<file path="config.mk">
export PLATFORM = sky130hd
export DESIGN_NAME = alu_pipe_n
export DESIGN_NICKNAME = d
export VERILOG_FILES = /design/src/rtl/alu_pipe_n.sv
export SDC_FILE = /design/constraint.sdc
export NUM_CORES = 1
export LEC_CHECK = 0
export ABC_AREA = 1
export CAP_MARGIN = 10
export CORE_ASPECT_RATIO = 0.6
export CORE_MARGIN = 1.5
export CORE_UTILIZATION = 40
export DETAILED_ROUTE_END_ITERATION = 12
export PLACE_DENSITY = 0.71
export SLEW_MARGIN = 20
export SYNTH_ARGS = -nofsm -noshare
export SYNTH_HDL_FRONTEND = slang
export SYNTH_SLANG_ARGS = --single-unit
export TNS_END_PERCENT = 10
</file>
<file path="constraint.sdc">
create_clock -name clk -period 1.48 [get_ports clk]
set_clock_uncertainty 0.15 [all_clocks]
set_input_delay 0.444 -clock clk [delete_from_list [all_inputs] [get_ports clk]]
set_output_delay 0.444 -clock clk [all_outputs]
set_load 0.1 [all_outputs]
</file>
<file path="src/rtl/alu_pipe_n.sv">
// alu_pipe_n: single-issue ALU with valid/ready handshakes on both sides.
// add/sub/and/or/shl/sra/invalid complete one cycle after accept, and a
// result can be retired while the next op is accepted on the same edge.
// Build option: define ALU_PIPE_MUL_EN to add an unsigned shift-add
// multiplier (sel=110) that takes WIDTH cycles in the EXEC state. When the
// macro is not defined, sel=110 completes as an invalid opcode.
module alu_pipe_n #(
  parameter int unsigned WIDTH = 16,
  parameter int unsigned SHW   = $clog2(WIDTH)
) (
  input  logic             clk,
  input  logic             rst,
  input  logic [WIDTH-1:0] A,
  input  logic [WIDTH-1:0] B,
  input  logic [2:0]       sel,
  input  logic             in_valid,
  output logic             in_ready,
  output logic [WIDTH-1:0] Y,
  output logic             Cout,
  output logic             Z,
  output logic             N,
  output logic             V,
  output logic             err,
  output logic             out_valid,
  input  logic             out_ready
);

  localparam int unsigned MSB = WIDTH - 1;

  localparam logic [1:0] IDLE = 2'd0;
`ifdef ALU_PIPE_MUL_EN
  localparam logic [1:0] EXEC = 2'd1;
`endif
  localparam logic [1:0] DONE = 2'd2;

  localparam logic [2:0] OP_ADD = 3'b000;
  localparam logic [2:0] OP_SUB = 3'b001;
  localparam logic [2:0] OP_AND = 3'b010;
  localparam logic [2:0] OP_OR  = 3'b011;
  localparam logic [2:0] OP_SHL = 3'b100;
  localparam logic [2:0] OP_SRA = 3'b101;
`ifdef ALU_PIPE_MUL_EN
  localparam logic [2:0] OP_MUL = 3'b110;
`endif

  logic [1:0]       state_q, state_d;
  logic             accept;
  logic             is_mul;

  logic [WIDTH:0]   add_sum, sub_sum;
  logic [SHW-1:0]   shamt;
  logic [WIDTH-1:0] alu_y;
  logic             alu_c, alu_v, alu_e;

  logic [WIDTH-1:0] y_d;
  logic             c_d, z_d, n_d, v_d, e_d, ov_d;

`ifdef ALU_PIPE_MUL_EN
  localparam int unsigned PW = 2 * WIDTH;
  logic [PW-1:0]    acc_q, acc_d, mcand_q, mcand_d, prod;
  logic [WIDTH-1:0] mplier_q, mplier_d;
  logic [SHW-1:0]   cnt_q, cnt_d;

  assign is_mul = (sel == OP_MUL);
  // One partial product per EXEC cycle, LSB of the multiplier first.
  assign prod   = acc_q + (mplier_q[0] ? mcand_q : '0);
`else
  assign is_mul = 1'b0;
`endif

  // Upstream can hand over a new op when idle, or when the held result is
  // being retired this cycle (combinational on out_ready).
  assign in_ready = (state_q == IDLE) || ((state_q == DONE) && out_ready);
  assign accept   = in_valid && in_ready;

  // Single-cycle ALU datapath on the raw inputs.
  always_comb begin
    shamt   = B[SHW-1:0];
    add_sum = {1'b0, A} + {1'b0, B};
    sub_sum = {1'b0, A} + {1'b0, ~B} + (WIDTH+1)'(1);
    alu_y   = '0;
    alu_c   = 1'b0;
    alu_v   = 1'b0;
    alu_e   = 1'b0;
    case (sel)
      OP_ADD: begin
        alu_y = add_sum[WIDTH-1:0];
        alu_c = add_sum[WIDTH];
        alu_v = (A[MSB] == B[MSB]) && (add_sum[MSB] != A[MSB]);
      end
      OP_SUB: begin
        alu_y = sub_sum[WIDTH-1:0];
        alu_c = sub_sum[WIDTH];
        alu_v = (A[MSB] != B[MSB]) && (sub_sum[MSB] != A[MSB]);
      end
      OP_AND:  alu_y = A & B;
      OP_OR:   alu_y = A | B;
      OP_SHL:  alu_y = A << shamt;
      OP_SRA:  alu_y = $unsigned($signed(A) >>> shamt);
      default: alu_e = 1'b1;
    endcase
  end

  // Next-state and next-output logic; everything holds unless updated.
  always_comb begin
    state_d = state_q;
    y_d     = Y;
    c_d     = Cout;
    z_d     = Z;
    n_d     = N;
    v_d     = V;
    e_d     = err;
    ov_d    = out_valid;
`ifdef ALU_PIPE_MUL_EN
    acc_d    = acc_q;
    mcand_d  = mcand_q;
    mplier_d = mplier_q;
    cnt_d    = cnt_q;
`endif
    case (state_q)
      IDLE, DONE: begin
        if (accept && !is_mul) begin
          state_d = DONE;
          ov_d    = 1'b1;
          y_d     = alu_y;
          c_d     = alu_c;
          z_d     = (alu_y == '0);
          n_d     = alu_y[MSB];
          v_d     = alu_v;
          e_d     = alu_e;
        end
`ifdef ALU_PIPE_MUL_EN
        else if (accept) begin
          state_d  = EXEC;
          ov_d     = 1'b0;
          acc_d    = '0;
          mcand_d  = PW'(A);
          mplier_d = B;
          cnt_d    = '0;
        end
`endif
        else if ((state_q == DONE) && out_ready) begin
          state_d = IDLE;
          ov_d    = 1'b0;
        end
      end
`ifdef ALU_PIPE_MUL_EN
      EXEC: begin
        acc_d    = prod;
        mcand_d  = mcand_q << 1;
        mplier_d = mplier_q >> 1;
        cnt_d    = cnt_q + SHW'(1);
        if (cnt_q == SHW'(WIDTH - 1)) begin
          state_d = DONE;
          ov_d    = 1'b1;
          y_d     = prod[WIDTH-1:0];
          c_d     = |prod[PW-1:WIDTH];
          z_d     = (prod[WIDTH-1:0] == '0);
          n_d     = prod[MSB];
          v_d     = 1'b0;
          e_d     = 1'b0;
        end
      end
`endif
      default: state_d = IDLE;
    endcase
  end

  // State register.
  always_ff @(posedge clk or posedge rst) begin
    if (rst) state_q <= IDLE;
    else     state_q <= state_d;
  end

  // Registered result and flags; reset clears everything, Z included.
  always_ff @(posedge clk or posedge rst) begin
    if (rst) begin
      Y         <= '0;
      Cout      <= 1'b0;
      Z         <= 1'b0;
      N         <= 1'b0;
      V         <= 1'b0;
      err       <= 1'b0;
      out_valid <= 1'b0;
    end else begin
      Y         <= y_d;
      Cout      <= c_d;
      Z         <= z_d;
      N         <= n_d;
      V         <= v_d;
      err       <= e_d;
      out_valid <= ov_d;
    end
  end

`ifdef ALU_PIPE_MUL_EN
  // Multiplier working registers; operands are captured at accept so input
  // changes during EXEC have no effect.
  always_ff @(posedge clk or posedge rst) begin
    if (rst) begin
      acc_q    <= '0;
      mcand_q  <= '0;
      mplier_q <= '0;
      cnt_q    <= '0;
    end else begin
      acc_q    <= acc_d;
      mcand_q  <= mcand_d;
      mplier_q <= mplier_d;
      cnt_q    <= cnt_d;
    end
  end
`endif

endmodule

</file>
# Word level (Yosys, flattened, before mapping)
# Index checks and enable logic that the tools add are counted.
# word_totals
output_inout_bits	23
in_bits	39
word_cells	49
reg_bits	24
# op_classes
bitwise	3
add_sub_neg	3
n_eq_ne	11
shift	2
n_mux	9
n_reduce_logical	13
# op_table
op	n
16-bit case mux with 6 select lines	1
16-bit by 16-bit adder with 17-bit output	2
17-bit by 1-bit adder with 17-bit output, second input constant	1
16-bit AND	1
16-bit logical NOT	1
16-bit NOT	1
16-bit bitwise OR	1
16-bit by 4-bit left shift with 16-bit output	1
16-bit by 4-bit >>> shifter with 16-bit output	1
3-bit by 2-bit equality test with 1-bit output, second input constant	2
3-bit equality test, second input constant	2
2-bit two-way mux	3
6-bit OR reduction	1
1-bit logical AND	4
1-bit case mux with 2 select lines	2
2-bit AND reduction	2
3-bit by 1-bit equality test with 1-bit output, second input constant	1
3-bit logical NOT	1
1-bit two-way mux	3
1-bit != test	3
3-bit != test, second input constant	1
2-bit equality test, second input constant	1
2-bit logical NOT	1
2-bit nonzero test	1
other kinds (3)	3

# Logic depth before layout (Yosys ltp)
# depth
depth_word	6
ltp_mapped	20
depth_no_buf	18

# Worst setup path before layout
# OpenSTA, ideal clock, no wires.
# synth_path
kind	reg-to-reg
from	reg, netlist name out_valid
to	reg V
required_time_ps	1248
setup_time_ps	82
path_slack_ps	-1464
arrival_time_ps	2712
n_path_buf	1
stages_incl_launch_ff	6
path_cell_list	dfrtp_1 > nand2_1 > nand2_1 > clkinv_1 > clkbuf_1 > a31oi_1
# synth_rtl
element	line	rtl
to (signal assigned)	190	V <= v_d;
to (decl)	22	output logic V,

# Worst setup path after layout
# layout_path
from	in A[0]
to	reg Z
# layout_between
elab_chain_len	4
# layout_lines
element	line	rtl
from (decl)	13	input logic [WIDTH-1:0] A,
16-bit by 16-bit adder with 17-bit output	80	sub_sum = {1'b0, A} + {1'b0, ~B} + (WIDTH+1)'(1);
17-bit by 1-bit adder with 17-bit output	80	
16-bit case mux with 6 select lines (*)	85	case (sel)
16-bit logical NOT (*)	127	z_d = (alu_y == '0);
to (signal assigned)	188	Z <= z_d;
to (decl)	20	output logic Z,
# Mark *: on every way between the ends. The rest lies on a longest branch, timed or not.
# A chain may end at the register's enable or synchronous reset.

==> key figures <==
STA
  • Final setup violation count: 21
  • Tmin final: roughly 2.4 ns
  • Final worst path period share: 163%
  • Slew @ Worst Pin: between 0.3 and 0.4 ns
  • Rel. slew slack: approximately three quarters
  • Crit path setup slack, layout: -0.932 ns
  • Setup TNS: -14.39 ns
  • RSZ-0062 raised after global routing: yes
  • Max Transition Viols Final: 0
  • Hold Vio Cnt, Final: 0
  • FMAX: around 410 MHz

Critical path
  • Worst endpoint data arrival time: ~2.5 ns
  • Worst R2R Path Depth: 9
  • Slowest cell on the critical path: fa_2
  • CP startpoint kind: input pin
  • Crit-path cells: buf_12 > ha_4 > fa_2 > or2_4 > nand3_2 > nand4_1 > nor2_2 > nand2_1 > nor2_2 > nand2_1 > nor2_1 > nand2_1 > nor2_2 > nand2_1 > nand2_1
  • Reg2reg start: out_valid$_DFFE_PP0P_
  • Crit path kind: input pin to register
  • R2R setup slack: 0.01 ns
  • Crit path capture type: register
  • Worst endpoint required time: 1.52 ns
  • Crit-path max cell delay: about 0.36 ns
  • Crit path max-delay family: simple AND/OR/NAND/NOR gates
  • CP Max Fanout: 3
  • Cell mode on critical path: nand2_1
  • Worst path bufs/invs: 1
  • Reg-to-Reg End: Z$_DFFE_PP0P_

Finish
  • Layout cells sized above 1: roughly 36%
  • Nets: about 1200
  • Final Core Density: between 60% and 70%
  • Register area: between 500 and 600 µm²
  • Final non-filler cell total: roughly 1300
  • Filler cells: between 900 and 1000
  • Diodes inserted: 0
  • Area growth syn-to-layout: 67.9%
  • Multi-input gate area: roughly 0.0043 mm²

Logic synthesis
  • Post-synth top flop: dfrtp_1
  • Mean Syn Cell Area: 5.32 µm²
  • Multiplexer share of the synthesized area: 0%
  • Post-synth top area share: 23.6%
  • Synth Register Bits: 21
  • Synth warnings: 0
  • Most numerous cell in the Yosys netlist: nand2_1
  • Synth top cells by count: nand2_1 (296), nand3_1 (182), inv_1 (105)
  • Post-synthesis compound-gate area fraction: roughly a tenth
  • Post-Syn Nets: about 980
  • Biggest area consumer among synthesized cells: nand2_1
  • Asr flop ratio synth: 100%
  • EDFF count, synth: 0
  • Adder-cell share of the synthesized area: 13.9%
  • Post-Syn Instances: about 900
  • Distinct cells, synth: 33
  • Synth Area in Simple Gates: 52.4%
  • Sequential share of the synthesized area: 11.2%
  • Synth area leaders: nand2_1 (24%), nand3_1 (19%), ha_1 (13%)
  • Largest family of logic cells by synthesized area: simple AND/OR/NAND/NOR gates
  • Mapped cell area: roughly 0.0047 mm²
  • XOR/XNOR Fraction of Synth Area: 0.186%

Clock tree
  • Clock Path Buffers: 2
  • H-tree lvl count: 1
  • Post-CTS Hold Fix Bufs: 0
  • CTS root buf: clkbuf_16
  • CTS tree: built
  • Cts bufs inserted: 3
  • Clock slew at reported path FFs: roughly 0.06 ns
  • Clk sink count: 21
  • Clock latency on the worst-skew pair: between 0.2 and 0.3 ns

Global route
  • First-pass GRT wire length: 32300 µm
  • Vias in the first global route: ~6100
  • Antenna violations before repair: 0
  • Remaining global-route overflow: 0
  • Largest net degree at the start of global routing: 36
  • Global-route usage over all layers: 33.2%

Route
  • Met3 Routed Length: ~2400 µm
  • Antenna viol nets, final: 0
  • DR vias: 6775
  • DR vias/cell: 5.36
  • Met2 WL: between 8000 and 9000 µm
  • DR top layer: met4
  • DRT iter0 DRCs: about 850
  • Avg WL per Cell: about 16 µm
  • Pre-Repair DR Iteration Count: 6
  • Total Wirelength: just over 20000 µm
  • DRC viols: 0
  • DRT met1 WL: around 9500 µm

Placement
  • Post-placement cell count: roughly 1200
  • Setup WS pre-CTS: -1.68 ns
  • Placer Congestion: between 1 and 1.5
  • Post-DP HPWL: ~17000 µm
  • I/O Buffers: 61

Die
  • Die area: 0.0125 mm²
  • Die height: a little under 90 µm
  • Starting density of the core: between 40% and 50%
  • Core box area: approximately 0.011 mm²
  • Die Span X: 143 µm
  • I/O pin count: slightly above 60
  • Core Rows: 30

Power and ir drop
  • Total chip power: 5.18 mW
  • Pwr Density: around 660 mW/mm²
  • Maximum vdd drop: roughly 380 µV
  • Leakage power: roughly 4.1 nW

Job
  • Max Cap Violations: 0

Status
  • Outcome: finished, violations left
  • Failing checks: setup timing

Min path
  • Worst Hold Class: input pin to async pin
==> placed cells by master, fill, tap and decap left out, types with 3 or more instances in the layout <==
| cell | n |
|---|---|
| nand3_1 | 159 |
| a31oi_1 | 5 |
| inv_1 | 82 |
| a21oi_4 | 3 |
| nand3_4 | 3 |
| ha_1 | 28 |
| inv_2 | 24 |
| a21oi_1 | 27 |
| o22ai_1 | 4 |
| nand2_1 | 261 |
| clkdlybuf4s15_1 | 7 |
| buf_4 | 173 |
| or2_2 | 3 |
| buf_6 | 17 |
| ha_4 | 17 |
| nor2_4 | 12 |
| buf_12 | 26 |
| dlygate4sd2_1 | 20 |
| nand2_2 | 33 |
| o211ai_1 | 4 |
| o21ai_0 | 16 |
| a21oi_2 | 8 |
| dfrtp_1 | 19 |
| nor2_2 | 16 |
| o21ai_2 | 3 |
| clkbuf_16 | 3 |
| clkdlybuf4s50_1 | 4 |
| nand4_1 | 9 |
| nand3_2 | 22 |
| nor2_1 | 52 |
| o21ai_1 | 6 |
| ha_2 | 4 |
==> cells by family after synthesis <==
logic type,Yosys count
flops,21
buf+inv,148
fa+ha+maj,51
xor+xnor,1
compound gates,83
simple gates,581
==> worst min-delay path: cells and delay by family <==
family                 cells  cell delay, ns
buffers and inverters      3            0.67
==> through the flow <==
stage	hold slack, ns	cell area [µm²]
floorplan	0.271	4910
global placement	0.380	7070
detailed placement	0.384	7070
CTS	0.392	7690
global route	0.410	7910
finish	0.379	7910
==> worst max path at each step <==
stage               from             to  slack [ns]  cells past startpoint
floorplan           B[2]  Z$_DFFE_PP0P_       -0.74                     20
global placement    A[0]  Z$_DFFE_PP0P_       -1.72                     16
detailed placement  B[0]  Z$_DFFE_PP0P_       -1.68                     15
CTS                 A[0]  Z$_DFFE_PP0P_       -0.97                     16
global route        B[5]  Z$_DFFE_PP0P_       -1.01                     16
finish              A[0]  Z$_DFFE_PP0P_       -0.93                     15
==> routing by layer <==
metal / up-vias / track usage [%]
li1: 3299 / -
met1: 3033 / 50.5
met2: 411 / 50.1
met3: 32 / 4.29
met4: 0 / 5.53
met5: - / 0
==> layout make-up <==
cell class	instances	share of cell area, %
Sequential cell	21	6.71
Clock buffer	3	0.949
Tap cell	160	2.53
Multi-Input combinational cell	716	54.6
Timing Repair Buffer	251	29.4
Inverter	111	5.69
Clock inverter	1	0.0633
==> what timing repair did <==
action / CTS / global route
endpoints found under the hold margin: 0 / 0
endpoints found under the setup margin: 25 / 25
resized for setup: 198 / 60
pin swaps: 66 / 42
buffers inserted: 9 / 5
==> state kept, by name (all words and copies together), names as in the netlist <==
| name | cells |
|---|---|
| Y | 16 |
| Cout | 1 |
| V | 1 |
| Z | 1 |
| err | 1 |
| out_valid | 1 |
==> report_power, final <==
| part | switching [mW] | leakage [nW] | internal [mW] |
|---|---|---|---|
| clock network | 0.197 | 0.0409 | 0.362 |
| logic | 2.29 | 3.84 | 1.54 |
| registers | 0.116 | 0.260 | 0.673 |
(Power assumes the default switching activity.)
